$ cat config.mk
export PLATFORM = sky130hd
export DESIGN_NAME = bfly_addsub
export DESIGN_NICKNAME = d
export VERILOG_FILES = /design/src/rtl/bfly_addsub.sv
export SDC_FILE = /design/constraint.sdc
export NUM_CORES = 1
export LEC_CHECK = 0
export CAP_MARGIN = 5
export CORE_ASPECT_RATIO = 0.6
export CORE_UTILIZATION = 41
export DETAILED_ROUTE_END_ITERATION = 8
export PLACE_DENSITY = 0.71
export REMOVE_ABC_BUFFERS = 1
export SETUP_SLACK_MARGIN = 0.5
export SLEW_MARGIN = 5
export SYNTH_ARGS = -nofsm -noshare
export SYNTH_HDL_FRONTEND = slang
export SYNTH_SLANG_ARGS = --single-unit
$ cat constraint.sdc
create_clock -name clk -period 9.6 [get_ports clk]
set_input_delay 1.92 -clock clk [delete_from_list [all_inputs] [get_ports clk]]
set_output_delay 1.92 -clock clk [all_outputs]
set_load 0.01 [all_outputs]
$ cat src/rtl/bfly_addsub.sv
// rtl/bfly_addsub.sv - NTT butterfly modular add/subtract stage, 2-deep valid/ready pipeline
// S1 forms raw x+t and x-t; S2 folds them back into [0, q) and feeds the outputs.
module bfly_addsub #(
  parameter int BIT_WIDTH = 54
) (
  input  logic                 clk,
  input  logic                 rst,
  input  logic [BIT_WIDTH-1:0] q_in,
  input  logic                 q_load,
  input  logic [BIT_WIDTH-1:0] x_in,
  input  logic [BIT_WIDTH-1:0] t_in,
  input  logic                 in_valid,
  output logic                 in_ready,
  output logic                 out_valid,
  input  logic                 out_ready,
  output logic [BIT_WIDTH-1:0] sum_out,
  output logic [BIT_WIDTH-1:0] diff_out,
  output logic                 busy,
  output logic                 q_load_err,
  output logic [31:0]          out_cnt
);

  logic [BIT_WIDTH-1:0] q_reg;
  logic                 s1_valid;
  logic                 s2_valid;
  logic [BIT_WIDTH:0]   s1_s;
  logic [BIT_WIDTH:0]   s1_d;
  logic                 s1_adv;
  logic                 s2_adv;
  logic [BIT_WIDTH-1:0] sum_nxt;
  logic [BIT_WIDTH-1:0] diff_nxt;

  assign s2_adv    = !s2_valid || out_ready;
  assign s1_adv    = !s1_valid || s2_adv;
  assign in_ready  = s1_adv;
  assign busy      = s1_valid || s2_valid;
  assign out_valid = s2_valid;

  // Corrections are done in BIT_WIDTH bits; the dropped carry cannot affect the truncated result.
  always_comb begin
    sum_nxt  = s1_s[BIT_WIDTH-1:0];
    diff_nxt = s1_d[BIT_WIDTH-1:0];
    if (s1_s >= {1'b0, q_reg}) begin
      sum_nxt = s1_s[BIT_WIDTH-1:0] - q_reg;
    end
    if (s1_d[BIT_WIDTH]) begin
      diff_nxt = s1_d[BIT_WIDTH-1:0] + q_reg;
    end
  end

  always_ff @(posedge clk) begin
    if (rst) begin
      q_reg      <= '0;
      q_load_err <= 1'b0;
      s1_valid   <= 1'b0;
      s1_s       <= '0;
      s1_d       <= '0;
      s2_valid   <= 1'b0;
      sum_out    <= '0;
      diff_out   <= '0;
      out_cnt    <= '0;
    end else begin
      // The modulus may only change while nothing in flight depends on it.
      if (q_load) begin
        if (busy) begin
          q_load_err <= 1'b1;
        end else begin
          q_reg <= q_in;
        end
      end
      if (s1_adv) begin
        s1_valid <= in_valid;
        if (in_valid) begin
          s1_s <= {1'b0, x_in} + {1'b0, t_in};
          s1_d <= {1'b0, x_in} - {1'b0, t_in};
        end
      end
      if (s2_adv) begin
        s2_valid <= s1_valid;
        if (s1_valid) begin
          sum_out  <= sum_nxt;
          diff_out <= diff_nxt;
        end
      end
      if (s2_valid && out_ready) begin
        out_cnt <= out_cnt + 32'd1;
      end
    end
  end

endmodule

Word-level counts from Yosys, hierarchy flattened
Index checks and enable logic that the tools add are counted.
{"block": "word_totals", "reg_bits": 307, "latchBits": 0, "ramBits": 0, "mem_bits_ro": 0, "in_bits": 167, "out_inout_bits": 144, "n_memories": 0}
{"block": "classes", "add_sub_neg": 5, "mul": 0, "n_div": 0, "magnitude_cmp": 1, "n_eq_ne": 0, "n_shift": 0, "mux": 2, "n_bitwise": 1, "reduce_logical": 10}
{"op": "$mux 54", "count": 2}
{"op": "$add 54x54->55", "count": 1}
{"op": "$ge 55x54->1", "count": 1}
{"op": "$sub 54x54->55", "count": 1}
{"op": "$add 54x54->54", "count": 1}
{"op": "$sub 54x54->54", "count": 1}
{"op": "$add 32x1->32 const B", "count": 1}
{"op": "$reduce_and 2->1", "count": 4}
{"op": "$logic_or 1x1->1", "count": 3}
{"op": "$logic_not 1->1", "count": 2}
{"op": "$logic_and 1x1->1", "count": 1}
{"op": "$not 1->1", "count": 1}

Depth between registers and ports, before layout
{"block": "depth", "word_depth": 4, "ltp_mapped": 16, "ltp_nobuf": 14}

Worst setup path before layout
Ideal clock, no wire load.
{"block": "synth_timing", "path_type": "input to register", "startpoint": "input port t_in[8]", "endpoint": "register s1_s[53]", "setup_time_ps": 117, "t_arrival_ps": 4436, "slack_ps": 5046, "cell_stages": 12, "path_buffers": 1, "cell_sequence": "inv_1 > ha_1 > buf_6 > or4_1 > a21oi_2 > o21ai_2 > a31oi_2 > o211ai_2 > a311o_1 > and3b_1 > or3_1 > a32o_1"}
{"block": "synth_between", "elab_chain_len": 1}
{"element": "start: declaration", "line_no": "11", "text": "input logic [BIT_WIDTH-1:0] t_in,"}
{"element": "$add 54x54->55", "line_no": "74", "text": "s1_s <= {1'b0, x_in} + {1'b0, t_in};"}
{"element": "end signal: assignment", "line_no": "74"}
{"element": "end: declaration", "line_no": "26", "text": "logic [BIT_WIDTH:0] s1_s;"}
Every way passes these cells.
A chain may end at the register's enable or synchronous reset.

Final worst setup path
{"block": "layout_timing", "startpoint": "input port out_ready", "endpoint": "output port in_ready"}
{"block": "layout_between", "elab_chain_len": 2}
{"element": "start: declaration", "line_no": "15", "text": "input logic out_ready,"}
{"element": "$logic_or 1x1->1", "line_no": "33", "text": "assign s2_adv = !s2_valid || out_ready;"}
{"element": "$logic_or 1x1->1", "line_no": "34", "text": "assign s1_adv = !s1_valid || s2_adv;"}
{"element": "end: declaration", "line_no": "13", "text": "output logic in_ready,"}
Every way passes these cells.

==> metrics.txt <==
outcome=finished clean; area occupied by multi-input gates=0.01665 mm²; chip height=190.5 µm; Top FF cell, synth=dfxtp_1; period utilization=0.5558; share of cells above drive strength 1=0.03847; initial core utilization=0.4186; Crit path arrival time=3.42 ns; Core Region=0.05803 mm²; I/O pin count=311; Most flops, register=s1_s; setup TNS=0 ns; Worst-Margin Slew=1.232 ns; crit-path cells=clkdlybuf4s50_1, nor2b_1, nand2_1, clkdlybuf4s50_1; main combinational cell family by area after synthesis=compound AO/OA/AOI/OAI gates; routed len/inst=21.14 µm; Clock Sink Count=306; port bufs=310; final WL=90.49 mm; largest delay contributor family on the critical path=buffers and inverters; worst IR drop on VDD=0.1055 mV; vias per cell=5.879; XOR/XNOR Fraction of Synth Area=0.07247; dpl cells=4,217; Slew Limit Fails=0; H-tree depth=2; Post-CTS Setup Repair Bufs=0; Worst Skew=0.01959 ns; worst rel slew slack=0.1787; Fillers=5,739; Critical Path RT=7.68 ns; post-route design area=0.02893 mm²; GPL Wtd Cong=1.023; Synth Cell Area=0.02429 mm²; DRC=0; crit path launch type=primary input; Crit Path Max Fanout=5; Simple-Gate Fraction of Synth Area=0.2043; gr ovfl total=0; met3 global-route usage=0.07742; Crit path top cell by count=clkdlybuf4s50_1; CTS tree=done; worst stage delay on the critical path=0.52 ns; Die Span X=316.2 µm; FMAX=0.1874 GHz; critical path's slowest cell=clkdlybuf4s50_1; Synth Area in Adders=0.1146; DP HPWL=71.16 mm; Final Hold Fails=0; post-synthesis mux area share=0.01241; antenna-violating nets left=0; crit path capture type=output pin; RSZ-0062 raised after global routing=false; HP Class=reg -> reg; Lkg Pwr=11.71 nW; count of flip-flops with a built-in enable after synthesis=0; PD cells=162.6 mW/mm²; FF/Latch Area=0.006127 mm²; Worst-Skew Late Latency=0.54 ns; part of the Yosys area used for sequential elements=0.2522; Post-CTS Resized=0; max FFs per register=55; post-synth cell types=98; Synth Instances=3,313; Crit Path Class=in -> out; Max Cap Violations=0; drt pass-1 iters=6; Area growth syn-to-layout=19.09%; met1 Usage GRT=0.4731; nets=3,870; GRT busiest layer=met1; vias in the first global route=22,249; first-pass GRT wire length=135.9 mm; Max Buffers Root-to-Sink=3; Syn Area/Cell=7.332 µm²; clock-pin slew on the worst setup and hold paths=0.06 ns; CTS Hold Buffers Added=0; Rows=68; post-route minimum period=5.336 ns; largest net degree at the start of global routing=85; synth warn=0; number of buffers created by CTS=34; total track usage=0.2895; synthesis-stage register bit count=306; endpoints failing setup=0; root buffer cell=clkbuf_16; die area=0.06026 mm²; M2 GR Usage=0.3622; Layout Cells excl Fill=4,280; Synth Area in Compound Gates=0.2804; Power Total=4.703 mW; Crit path buffers/inverters=2; DP Area=0.02771 mm²; initial antenna violation count=2; initial detailed-routing violation count=3,079; Synth async-reset ratio=0; via count=25,164
==> report_power, final <==
group,internal (mW),total [mW],leakage [nW],switching (mW)
Combinational,0.682,1.75,8.61,1.07
Sequential,1.37,1.51,2.52,0.136
Clock,0.870,1.44,0.588,0.572
Total,2.93,4.70,11.7,1.78
==> path summary, 6_finish.rpt <==
kind                            start                  endpoint  slack [ns]  cells after the start
max reg2reg     q_reg[5]$_SDFFE_PP0P_  sum_out[20]$_SDFFE_PP0P_        5.59                     13
min reg2reg  sum_out[47]$_SDFFE_PP0P_  sum_out[47]$_SDFFE_PP0P_        0.45                      2
min          sum_out[47]$_SDFFE_PP0P_  sum_out[47]$_SDFFE_PP0P_        0.45                      2
max                         out_ready                  in_ready        4.26                      4
==> cells by family after synthesis <==
| logic type | after synthesis |
|---|---|
| simple gates | 1083 |
| compound gates | 1082 |
| buf+inv | 391 |
| flops | 306 |
| fa+ha+maj | 220 |
| xor+xnor | 201 |
| mux | 30 |
==> area by class of cell <==
class / instances / share of cell area
inverter: 198 / 0.02569
sequential: 306 / 0.2118
tap: 770 / 0.03330
multi-input combinational: 2616 / 0.5755
antenna: 1 / 0.00008650
clock buffer: 48 / 0.03482
timing repair buffer: 327 / 0.1117
clock inverter: 14 / 0.007136
==> worst min-delay path, delay by kind of cell, from the launching register on <==
family	cells	cell delay [ns]
AOI/OAI and AO/OA	1	0.05
DFF	1	0.31
and+or+nand+nor	1	0.05
==> Yosys cell counts, drive strengths merged (55+ instances only) <==
cell	count	area, µm²
a211oi	70	525.5
a21o	87	653.1
a21oi	418	2103
clkbuf	153	574.3
dfxtp	306	6126
ha	216	2703
inv	197	739.5
nand2	440	1668
nand3	59	300.3
nor2	288	1084
o21ai	205	1037
xnor2	146	1279
xor2	55	481.7
==> metal layers <==
layer | routed length, µm | vias up
li1 | - | 12123
met1 | 44850 | 11686
met2 | 32560 | 1260
met3 | 11650 | 95
met4 | 1433 | 0
met5 | 0 | -
==> cell usage in the layout, fill, tap and decap left out, drive strengths merged, types with 50 or more instances in the layout <==
cell type	count
a211oi	70
a21o	87
a21oi	418
clkdlybuf4s50	309
dfxtp	306
ha	216
inv	197
nand2	440
nand3	59
nand4	50
nor2	288
nor3	54
o21ai	205
o21bai	50
xnor2	146
xor2	55
==> through the flow <==
stage	utilization	setup slack, ns	hold slack, ns
6_report	0.4986	4.264	0.4488
5_1_grt	0.4986	4.158	0.4645
4_1_cts	0.4985	4.257	0.4535
3_5_place_dp	0.4776	3.907	0.4467
3_3_place_gp	0.4776	3.975	0.4396
2_1_floorplan	-	1.486	0.4383
(Power assumes the default switching activity.)
